**config.mk**
```make
export PLATFORM = sky130hd
export DESIGN_NAME = result_store
export DESIGN_NICKNAME = d
export VERILOG_FILES = /design/src/rtl/result_pkg.sv /design/src/rtl/result_mem.sv /design/src/rtl/result_store.sv
export SDC_FILE = /design/constraint.sdc
export NUM_CORES = 1
export LEC_CHECK = 0
export BUFFER_PORTS_ARGS = -buffer_cell sky130_fd_sc_hd__buf_2
export CAP_MARGIN = 40
export CORE_MARGIN = 2
export CORE_UTILIZATION = 45
export CTS_BUF_LIST = sky130_fd_sc_hd__clkbuf_4
export DETAILED_ROUTE_END_ITERATION = 8
export PLACE_DENSITY_LB_ADDON = 0.1
export SLEW_MARGIN = 20
export SYNTH_ARGS = -nofsm -noshare
export SYNTH_HDL_FRONTEND = slang
export SYNTH_SLANG_ARGS = --single-unit
```
**constraint.sdc**
```tcl
create_clock -name clk -period 2.4 [get_ports clk]
set_clock_uncertainty 0.1 [all_clocks]
set_input_delay 0.72 -clock clk [delete_from_list [all_inputs] [get_ports clk]]
set_output_delay 0.72 -clock clk [all_outputs]
set_load 0.02 [all_outputs]
```
**src/rtl/result_pkg.sv**
```systemverilog
// result_pkg: layout shared by the result writer and the display reader.
//   - word width, memory depth and address width
//   - result source (mode) encoding
//   - writer FSM state encoding
//   - number of results produced by each compute source
package result_pkg;

    localparam int DATA_W = 8;
    localparam int DEPTH  = 12;
    localparam int ADDR_W = 4;

    localparam int N_PE  = 4;
    localparam int N_SA2 = 4;
    localparam int N_SA3 = 9;

    localparam logic [1:0] MODE_PE  = 2'd0;
    localparam logic [1:0] MODE_SA3 = 2'd1;
    localparam logic [1:0] MODE_SA2 = 2'd2;
    localparam logic [1:0] MODE_RSV = 2'd3;

    typedef enum logic [1:0] {
        IDLE  = 2'd0,
        WRITE = 2'd1,
        DONE  = 2'd2,
        WAIT  = 2'd3
    } state_t;

    // Number of words a given source delivers into the memory.
    function automatic logic [ADDR_W-1:0] target_count(input logic [1:0] mode);
        case (mode)
            MODE_SA3: return ADDR_W'(N_SA3);
            MODE_SA2: return ADDR_W'(N_SA2);
            default:  return ADDR_W'(N_PE);
        endcase
    endfunction

    // Completion flag vector, ordered {PE, SA_3x3, SA_2x2}.
    function automatic logic [2:0] mode_flag(input logic [1:0] mode);
        case (mode)
            MODE_PE:  return 3'b100;
            MODE_SA3: return 3'b010;
            MODE_SA2: return 3'b001;
            default:  return 3'b000;
        endcase
    endfunction

endpackage

```
**src/rtl/result_mem.sv**
```systemverilog
// result_mem: DEPTH x DATA_W register file.
//   clk, reset     : clock, asynchronous active-low clear of every word
//   we, waddr,     : synchronous write port
//   wdata
//   raddr, rdata   : combinational read port; addresses >= DEPTH read 0
// A read of the word being written in the same cycle returns the old value.
module result_mem
    import result_pkg::*;
(
    input  logic              clk,
    input  logic              reset,
    input  logic              we,
    input  logic [ADDR_W-1:0] waddr,
    input  logic [DATA_W-1:0] wdata,
    input  logic [ADDR_W-1:0] raddr,
    output logic [DATA_W-1:0] rdata
);

    logic [DATA_W-1:0] mem_reg [DEPTH];
    logic [DEPTH-1:0]  we_vec;

    genvar gi;
    generate
        for (gi = 0; gi < DEPTH; gi++) begin : g_dec
            assign we_vec[gi] = we && (waddr == ADDR_W'(gi));
        end
    endgenerate

    always_ff @(posedge clk or negedge reset) begin
        if (!reset) begin
            for (int i = 0; i < DEPTH; i++) begin
                mem_reg[i] <= '0;
            end
        end else begin
            for (int i = 0; i < DEPTH; i++) begin
                if (we_vec[i]) begin
                    mem_reg[i] <= wdata;
                end
            end
        end
    end

    // Out-of-range addresses fall through with the zero default.
    always_comb begin
        rdata = '0;
        for (int i = 0; i < DEPTH; i++) begin
            if (raddr == ADDR_W'(i)) begin
                rdata = mem_reg[i];
            end
        end
    end

endmodule

```
**src/rtl/result_store.sv**
```systemverilog
// result_store: writer side of the result memory read by the display block.
//   clk, reset        : clock, asynchronous active-low reset
//   run_store         : high while the top level sits in its store state
//   mode_i            : result source 0=PE, 1=SA_3x3, 2=SA_2x2, 3=reserved
//   in_valid, in_data : incoming result words
//   in_ready          : a word is accepted this cycle when in_valid is high
//   addr_result_i     : display read address
//   result_o          : memory[addr_result_i], combinational (0 past the end)
//   done_store_o      : one-cycle pulse after the last expected word is stored
//   PE_result, SA_3x3_result, SA_2x2_result : which source filled the memory
module result_store
    import result_pkg::*;
(
    input  logic              clk,
    input  logic              reset,
    input  logic              run_store,
    input  logic [1:0]        mode_i,
    input  logic              in_valid,
    input  logic [DATA_W-1:0] in_data,
    output logic              in_ready,
    input  logic [ADDR_W-1:0] addr_result_i,
    output logic [DATA_W-1:0] result_o,
    output logic              done_store_o,
    output logic              PE_result,
    output logic              SA_3x3_result,
    output logic              SA_2x2_result
);

    state_t            state_reg,  state_next;
    logic [ADDR_W-1:0] ptr_reg,    ptr_next;
    logic [ADDR_W-1:0] target_reg, target_next;
    logic [1:0]        mode_reg,   mode_next;
    logic [2:0]        flags_reg,  flags_next;
    logic              in_ready_reg;
    logic              accept;

    assign accept = in_valid && in_ready_reg;

    always_comb begin
        state_next  = state_reg;
        ptr_next    = ptr_reg;
        target_next = target_reg;
        mode_next   = mode_reg;
        flags_next  = flags_reg;
        case (state_reg)
            IDLE: begin
                if (run_store && (mode_i != MODE_RSV)) begin
                    mode_next   = mode_i;
                    target_next = target_count(mode_i);
                    ptr_next    = '0;
                    flags_next  = '0;
                    state_next  = WRITE;
                end
            end
            WRITE: begin
                if (accept) begin
                    ptr_next = ptr_reg + ADDR_W'(1);
                end
                // Abort wins over completion: a dropped run_store never
                // produces a done pulse or a flag.
                if (!run_store) begin
                    state_next = IDLE;
                end else if (accept && (ptr_reg == target_reg - ADDR_W'(1))) begin
                    state_next = DONE;
                    flags_next = mode_flag(mode_reg);
                end
            end
            DONE: begin
                state_next = WAIT;
            end
            WAIT: begin
                // Hold here until run_store drops so one store phase
                // cannot fill the memory twice.
                if (!run_store) begin
                    state_next = IDLE;
                end
            end
            default: begin
                state_next = IDLE;
            end
        endcase
    end

    always_ff @(posedge clk or negedge reset) begin
        if (!reset) begin
            state_reg    <= IDLE;
            ptr_reg      <= '0;
            target_reg   <= '0;
            mode_reg     <= MODE_PE;
            flags_reg    <= '0;
            in_ready_reg <= 1'b0;
        end else begin
            state_reg    <= state_next;
            ptr_reg      <= ptr_next;
            target_reg   <= target_next;
            mode_reg     <= mode_next;
            flags_reg    <= flags_next;
            // Registered copy of "state is WRITE", taken from the next state.
            in_ready_reg <= (state_next == WRITE);
        end
    end

    result_mem u_mem (
        .clk   (clk),
        .reset (reset),
        .we    (accept),
        .waddr (ptr_reg),
        .wdata (in_data),
        .raddr (addr_result_i),
        .rdata (result_o)
    );

    assign in_ready      = in_ready_reg;
    assign done_store_o  = (state_reg == DONE);
    assign PE_result     = flags_reg[2];
    assign SA_3x3_result = flags_reg[1];
    assign SA_2x2_result = flags_reg[0];

endmodule

```
==> impl_metrics.ini, run 1 <==
[outcome]
status = finished, violations left
violations = negative setup slack

[timing]
post-route-min-period_ns = 2.74
max_freq_mhz = 366
final_max_slew_viol_count = 0
relSlewSlack_pct = 60.0
fin_ws_ns = -0.335
rsz0062_at_grt = true
worst_pin_slew_ns = 0.600
min_period_over_period_pct = 114
finalSetupViolCount = 8
finalHoldViolations = 0

[detailed_routing]
postRouteWirelength_mm = 12.9
drtIter0Drc = 208
via_per_inst = 5.60
drc = 0
vias = 3575
wl_per_cell_um = 20.2
first_pass_iters = 4
antenna_left = 0

[synth]
syn_inst = 422
syn_area_um2 = 5420
ys_seq_area_share_pct = 50.8
synth_fp_nets = 445
synth_edf_count = 0
synthDistinctLibCells = 54
synthFlopType = dfrtp_1
yosys_warnings = 0
yosys.area.top_type = dfrtp_1
synth_top_cell_area_share_pct = 50.8
synth-seq-cells = 110
avgSynthCellArea_um2 = 12.8
async_flop_share_pct = 100
synth.area.top_cells = dfrtp_1 51%, mux2_2 20%, mux2i_1 3.7%

[worst_setup_path]
cp_slowest_stage_delay_ns = 0.52
required_ns = 1.58
worstSetupPathType = in -> out
crit_buf_inv = 3
cp_slowest_cell = mux4_2
crit_arrival_ns = 1.92
critPathTopFamily = multiplexers
critPathLaunchType = primary input
worstSetupEndpointType = output pin
worst-path-max-fanout = 7
cp_cell_sequence = buf_12, buf_6, mux4_2, o21ai_2, o221ai_2, buf_4

[job]
drv_cap = 0

[placed_design]
gp_congestion = 0.780
dp_hpwl_mm = 8.81
io_buffer_count = 30
dp_slack_ns = -0.533

[global_route]
grt_overflow = 0
grt_max_degree = 111
grt_pass1_vias = 3652
grt_pass1_wl_mm = 20.8
track_usage_pct = 21.6
antenna_found_initial = 0

[floorplanning]
fp-row-count = 40
start_util_pct = 45.7
die_h_um = 114
fp.coreArea_um2 = 11900
ios = 31
die_w_um = 114
die-area_um2 = 12900

[power_and_ir_drop]
powerDensity_nw_per_um2 = 678
leakage_nw = 3.05
peakVddDrop_v = 0.000544
p_total_mw = 4.37

[cts]
cts_max_level = 3
clkLatencyLatePin_ns = 0.48
clk_path_buf_depth = 2
cts-buffers-inserted = 9
root_buffer = clkbuf_4
clk_pin_slew_ns = 0.17
hold_buffers = 0
cts_tree = built
cts_sinks = 110

[cells_and_area]
antenna_cells = 0
layout.nets = 509
area.growth.synth_to_final_pct = 19.0
largest_register_ffs = 96
drive_above_1_share_pct = 48.3

[min_path]
hp-class = in -> async
## layer usage
layer  wire length (um)  track usage, %  vias up
li1                   -               -     1675
met1               5900            29.5     1840
met2               6370            35.0       55
met3                519            5.69        5
met4                 91            4.39        0
met5                  0               0        -
## worst reg2reg max path: stages (launching register included)
cell and delay [ns]:
dfrtp_1 0.49, inv_1 0.11, ha_1 0.19, nand2_1 0.13, nor2_4 0.40, mux2_2 0.40
## cells by family (layout without fill, tap and decap cells)
group	after synthesis	after routing	share of synthesized area [%]
DFF	110	110	50.8
and+or+nand+nor	88	88	9.01
xor gates and xnor gates	4	4	0.647
buffers and inverters	32	101	3.16
adders and majority gates	5	5	1.16
muxes	128	128	28.2
AOI/OAI and AO/OA	55	55	6.98
## final timing paths
path | startpoint | cells past startpoint | slack, ns | endpoint
min in group clk | mode_i[0] | 2 | 0.34 | target_reg[2]$_DFFE_PN0P_
worst min register to register | u_mem.mem_reg[36]$_DFFE_PN0P_ | 1 | 0.41 | u_mem.mem_reg[36]$_DFFE_PN0P_
max in group asynchronous | reset | 2 | 1.57 | u_mem.mem_reg[16]$_DFFE_PN0P_
worst min-delay path | reset | 2 | 0.18 | u_mem.mem_reg[34]$_DFFE_PN0P_
worst max register to register | ptr_reg[0]$_DFFE_PN0P_ | 5 | 0.48 | u_mem.mem_reg[43]$_DFFE_PN0P_
worst max-delay path | addr_result_i[0] | 6 | -0.34 | result_o[7]
## what timing repair did
action	CTS	global route
resized for setup	48	16
gates cloned	1	0
pin swaps	14	8
setup endpoints to repair	8	8
buffers inserted	6	1
## metrics by stage
stage	setup TNS [ns]	area, um2	cells	utilization, %	hold WS [ns]
after global routing	-2.88	6450	638	54.3	0.165
after global placement	-3.94	5980	615	50.5	0.368
after CTS	-2.59	6400	638	54.0	0.195
final	-2.43	6450	638	54.3	0.177
after floorplan	-1.26	5460	422	-	0.324
after detailed placement	-4.02	5980	615	50.5	0.379
## synth_stat cells, drive strengths merged (2+ instances only)
master	count
o31a	2
inv	7
nor3	3
mux4	9
nor2b	6
a221o	2
mux2	99
a21oi	7
mux2i	20
ha	5
a211oi	2
buf	12
nor2	23
nand2b	6
clkbuf	12
o21ai	18
nand4	5
nand2	28
o211ai	3
xor2	3
a22o	3
o22ai	4
dfrtp	110
and3	2
nand3	7
o221ai	3
nor3b	4
## final cells by class
cell class,count,area [um2]
multi-input cells,280,2630
well taps,147,184
inverters,8,42.5
clock buffers,9,67.6
fillers,1023,5420
repair buffers,77,676
flip-flops and latches,110,2750
clock inverters,7,97.6
## cells in the final DEF (no fill, tap or decap), types with 4 or more instances in the layout
cell type  instances
nand2b_1           5
o21ai_0           10
nand3_2            4
buf_12             7
nand4_1            5
mux4_2             9
a21oi_1            5
buf_2             17
buf_6              8
nand2_1           27
o21ai_2            6
nor2_4             5
dfrtp_1          110
ha_1               5
nor2b_1            5
mux2i_1           18
buf_4             42
clkbuf_4           9
nor2_1            15
mux2_2            94
inv_1              6
## power by group
| group | internal, mW | leakage, nW | switching [mW] | total, mW |
|---|---|---|---|---|
| sequential | 2.15 | 1.48 | 0.192 | 2.34 |
| clock | 0.426 | 0.0825 | 0.634 | 1.06 |
| combinational | 0.527 | 1.49 | 0.446 | 0.973 |
| total | 3.10 | 3.05 | 1.27 | 4.37 |
Note: power is estimated with default switching activity, not from simulation.
==> run 2: changes to the inputs <==
--- a/config.mk
+++ b/config.mk
@@ -11,7 +11,7 @@
 export CORE_UTILIZATION = 45
 export CTS_BUF_LIST = sky130_fd_sc_hd__clkbuf_4
 export DETAILED_ROUTE_END_ITERATION = 8
-export PLACE_DENSITY_LB_ADDON = 0.1
+export PLACE_DENSITY = 0.63
 export SLEW_MARGIN = 20
 export SYNTH_ARGS = -nofsm -noshare
 export SYNTH_HDL_FRONTEND = slang
==> run 2 against run 1 <==
- the flow still finishes with violations (negative setup slack)
- final cell count increased by 1.1%
- largest power group unchanged
- total power fell by 1.7%
- sequential share of layout area about the same
- wire length fell by 2.5%
- global-route usage is 0.44 points lower
- flip-flop and latch count unchanged
- critical endpoint is now result_o[2]
- core utilization hardly changed
- clock power shrank 9%
- via count rose by 0.36%
- worst hold slack gained 0.15 ns
- register-to-register slack improved by 0.06 ns
- non-clock buffer count increased by 7
==> impl_metrics.ini, run 2 (synthesized netlist as in run 1, its figures left out) <==
[outcome]
status = finished, violations left
violations = negative setup slack

[power_and_ir_drop]
peakVddDrop_v = 0.000321
powerDensity_nw_per_um2 = 666
p_total_mw = 4.30
leakage_nw = 3.06

[cts]
cts_max_level = 3
cts-buffers-inserted = 9
clk_path_buf_depth = 2
cts_sinks = 110
root_buffer = clkbuf_4
clkLatencyLatePin_ns = 0.49
cts_tree = built
clk_pin_slew_ns = 0.15

[placed_design]
gp_congestion = 0.779
dp_cells = 625
placed_cell_area_um2 = 6050
io_buffer_count = 30
dp_hpwl_mm = 8.82
dp_slack_ns = -0.533

[worst_setup_path]
worstSetupEndpointType = output pin
worstSetupPathType = in -> out
critPathLaunchType = primary input
cp_cell_sequence = buf_12, buf_8, buf_6, mux2i_2, a211oi_2, o211ai_1, a21oi_2, buf_4
cp_slowest_stage_delay_ns = 0.21
crit_arrival_ns = 1.98
worst-path-max-fanout = 7
required_ns = 1.58
cp_slowest_cell = a211oi_2

[cells_and_area]
multi_input_area_um2 = 2630
largest_register_ffs = 96
stdcell_area_um2 = 6450
most-common-layout-cells = 110 x dfrtp_1, 95 x mux2_2, 51 x buf_4
utilization_pct = 54.4
drive_above_1_share_pct = 48.6
layout.nets = 516
regArea_um2 = 2750
final_common_cell = dfrtp_1
antenna_cells = 0
area.growth.synth_to_final_pct = 19.0
num-fill-cells = 1015
final_cell_count_no_fill = 645

[global_route]
grt_overflow = 0
antenna_found_initial = 0
track_usage_pct = 21.1
grt_pass1_wl_mm = 20.5
grt_max_degree = 40
grt_pass1_vias = 3898

[job]
drv_cap = 0

[timing]
finalHoldViolations = 0
worst_pin_slew_ns = 0.467
hold_slack_ns = 0.327
rsz0062_at_grt = true
fin_ws_ns = -0.403
tns_ns = -2.63
min_period_over_period_pct = 117
final_max_slew_viol_count = 0
post-route-min-period_ns = 2.80
relSlewSlack_pct = 68.9
finalSetupViolCount = 8
max_freq_mhz = 357

[detailed_routing]
vias = 3588
drtIter0Drc = 183
postRouteWirelength_mm = 12.6
antenna_left = 0
via_per_inst = 5.56
wl_per_cell_um = 19.5
first_pass_iters = 4
drc = 0

[floorplanning]
die-area_um2 = 12900
die_h_um = 114
die_w_um = 114
fp-row-count = 40
fp.coreArea_um2 = 11900
start_util_pct = 45.7
ios = 31

[min_path]
hp-class = in -> reg
==> run 2: path summary, 6_finish.rpt <==
check	cells past startpoint	start	endpoint	slack (ns)
setup reg to reg	5	ptr_reg[1]$_DFFE_PN0P_	u_mem.mem_reg[19]$_DFFE_PN0P_	0.54
hold / removal	2	mode_i[0]	target_reg[2]$_DFFE_PN0P_	0.33
min in group asynchronous	2	reset	u_mem.mem_reg[47]$_DFFE_PN0P_	0.49
hold reg to reg	2	target_reg[2]$_DFFE_PN0P_	target_reg[2]$_DFFE_PN0P_	0.41
max in group asynchronous	3	reset	u_mem.mem_reg[8]$_DFFE_PN0P_	1.02
setup / recovery	8	addr_result_i[0]	result_o[2]	-0.40
==> run 2: layout make-up <==
| type | count | share of cell area [%] |
|---|---|---|
| Inverter | 8 | 0.563 |
| Multi-Input combinational cell | 280 | 40.8 |
| Sequential cell | 110 | 42.7 |
| Clock buffer | 10 | 1.16 |
| Clock inverter | 6 | 1.09 |
| Timing Repair Buffer | 84 | 10.8 |
| Tap cell | 147 | 2.85 |
==> run 2: metal layers <==
layer / global-route usage, % / share of wire (%) / up-vias
li1: - / - / 1680
met1: 26.2 / 44 / 1834
met2: 37.0 / 51 / 65
met3: 5.21 / 3.8 / 9
met4: 5.61 / 1.2 / 0
met5: 0 / 0 / -
==> run 2: what timing repair did <==
item	in CTS	in global routing
buffers inserted	2	0
gates resized for setup	39	12
gates cloned	1	0
hold buffers	1	0
hold endpoints to repair	8	0
setup endpoints to repair	8	8
pin swaps	8	9
==> run 2: power breakdown <==
group	internal [mW]	leakage, nW	switching, mW
combinational	0.533	1.50	0.456
clock	0.339	0.0814	0.629
sequential	2.15	1.48	0.191
total	3.02	3.06	1.28
==> run 2: critical path: cells and delay by family <==
kind | cells | cell delay, ns
AO/OA/AOI/OAI | 3 | 0.58
buffers and inverters | 4 | 0.54
multiplexers | 1 | 0.14
==> run 3: changes to the inputs <==
==> constraint.sdc (replaced) <==
create_clock -name clk -period 2.4 [get_ports clk]
set_clock_uncertainty 0.1 [all_clocks]
set_input_delay 0.48 -clock clk [delete_from_list [all_inputs] [get_ports clk]]
set_output_delay 0.48 -clock clk [all_outputs]
set_load 0.02 [all_outputs]
==> run 3 against run 2 <==
- the run still ends with negative setup slack left
- clock power is 9.4% lower
- clock-buffer cell count is 1 lower
- setup slack better by 0.29 ns
- sequential power hardly changed
- design area is 4.7% lower
- first-iteration DRC count is 6.0% lower
- total power is 4.0% lower
- die area stayed put
- flip-flop and latch count stayed put
- maximum frequency is 12% higher
- via count is 0.98% lower
==> impl_metrics.ini, run 3 (synthesized netlist as in run 1, its figures left out) <==
[outcome]
status = finished, violations left
violations = negative setup slack

[floorplanning]
fp-row-count = 40
die_h_um = 114
ios = 31
die-area_um2 = 12900
fp.coreArea_um2 = 11900
start_util_pct = 45.7
die_w_um = 114

[cts]
cts_max_level = 3
cts_sinks = 110
cts_tree = built
clkLatencyLatePin_ns = 0.49
clk_pin_slew_ns = 0.17
clk_path_buf_depth = 2
root_buffer = clkbuf_4
cts-buffers-inserted = 9

[worst_setup_path]
cp_common_cell = buf_4
worst-path-max-fanout = 2
worstSetupPathType = reg -> out
cp_slowest_stage_delay_ns = 0.42
cp_cell_sequence = mux2_4, a221o_1, o21ai_1, buf_4, o221ai_2, buf_4
reg2reg_from = target_reg[0]$_DFFE_PN0P_
worstSetupPathDepth = 6
timing.rr.end = flags_reg[1]$_DFFE_PN0P_
required_ns = 1.82
critPathTopFamily = compound AO/OA/AOI/OAI gates
reg2reg_depth = 6
cp_slowest_cell = dfrtp_1
crit_arrival_ns = 1.93
crit_buf_inv = 2
ff2ff_setup_slack_ns = 0.54
critPathLaunchType = flop
worstSetupEndpointType = output pin

[timing]
post-route-min-period_ns = 2.51
rsz0062_at_grt = true
worst_pin_slew_ns = 0.417
fin_ws_ns = -0.113
finalHoldViolations = 0
finalSetupViolCount = 3
min_period_over_period_pct = 105
max_freq_mhz = 398
final_max_slew_viol_count = 0
relSlewSlack_pct = 72.2

[power_and_ir_drop]
swShare_pct = 30.6
pwr-share-seq_pct = 56.3
peakVddDrop_v = 0.000371
powerDensity_nw_per_um2 = 671
p_clk_share_pct = 21.3
p_int_mw = 2.86
pwr-share-comb_pct = 22.4
p_switching_mw = 1.26
p_total_mw = 4.12
leakage_nw = 2.91

[min_path]
hold_path_depth = 2
hold_start = mode_i[0]
hp-class = in -> reg
min_to = target_reg[2]$_DFFE_PN0P_

[job]
drv_cap = 0

[detailed_routing]
drtIter0Drc = 172
antenna_left = 0
wl_per_cell_um = 19.6
postRouteWirelength_mm = 12.3
vias = 3553
via_per_inst = 5.68
first_pass_iters = 5
drc = 0

[cells_and_area]
num-fill-cells = 1038
layout.nets = 497
area.growth.synth_to_final_pct = 13.4
most-common-layout-cells = 110 x dfrtp_1, 94 x mux2_2, 35 x buf_4
final_common_cell = dfrtp_1
final_cell_count_no_fill = 626
regArea_um2 = 2750
multi_input_area_um2 = 2570
stdcell_area_um2 = 6140
largest_register_ffs = 96
drive_above_1_share_pct = 43.8
antenna_cells = 0

[global_route]
grt_overflow = 0
grt_pass1_wl_mm = 19.8
grt_pass1_vias = 3610
track_usage_pct = 20.2
grt_max_degree = 60
antenna_found_initial = 0

[placed_design]
dp_cells = 609
dp_hpwl_mm = 8.65
io_buffer_count = 30
placed_cell_area_um2 = 5900
gp_congestion = 0.814
dp_slack_ns = -0.158
==> run 3: timing repair <==
| item | CTS | global route |
|---|---|---|
| hold buffers | 1 | 0 |
| setup buffers | 1 | 0 |
| endpoints found under the hold margin | 23 | 0 |
| endpoints found under the setup margin | 8 | 8 |
| pin swaps | 5 | 3 |
| resized for setup | 19 | 13 |
==> run 3: final cells by class <==
type	count	area share, %
sequential	110	44.8
timing repair buffer	65	7.88
clock inverter	7	0.916
tap	147	2.99
multi-input combinational	280	41.8
clock buffer	9	1.10
inverter	8	0.489
==> run 3: how the worst max path moves through the flow <==
| stage | to | slack, ns | startpoint |
|---|---|---|---|
| finish | result_o[7] | -0.11 | u_mem.mem_reg[55]$_DFFE_PN0P_ |
| global route | result_o[4] | -0.21 | u_mem.mem_reg[84]$_DFFE_PN0P_ |
| CTS | result_o[7] | -0.15 | u_mem.mem_reg[55]$_DFFE_PN0P_ |
| detailed placement | result_o[5] | -0.16 | addr_result_i[0] |
| global placement | result_o[5] | -0.13 | addr_result_i[0] |
| floorplan | result_o[0] | 0.18 | addr_result_i[0] |
==> run 3: power by group through the flow <==
stage / clock [mW] / combinational (mW) / sequential, mW
floorplan: 0 / 0.645 / 2.30
global placement: 0 / 0.859 / 2.34
detailed placement: 0 / 0.887 / 2.36
CTS: 0.912 / 0.926 / 2.32
global route: 0.983 / 1.01 / 2.36
finish: 0.877 / 0.923 / 2.32
==> run 3: stage by stage <==
stage | TNS (ns) | hold slack [ns] | util, %
after floorplan | 0 | 0.0844 | -
after global placement | -0.834 | 0.320 | 49.8
after detailed placement | -0.983 | 0.321 | 49.8
after CTS | -0.466 | 0.0665 | 51.4
after global routing | -0.713 | 0.0741 | 51.8
final | -0.271 | 0.102 | 51.8
==> run 3: per-layer routing <==
layer / wire (um) / global-route usage, % / vias up
met5: 0 / 0 / -
met1: 5570 / 27.0 / 1823
met3: 550 / 5.26 / 15
li1: - / - / 1643
met4: 183 / 5.37 / 0
met2: 5980 / 33.1 / 72
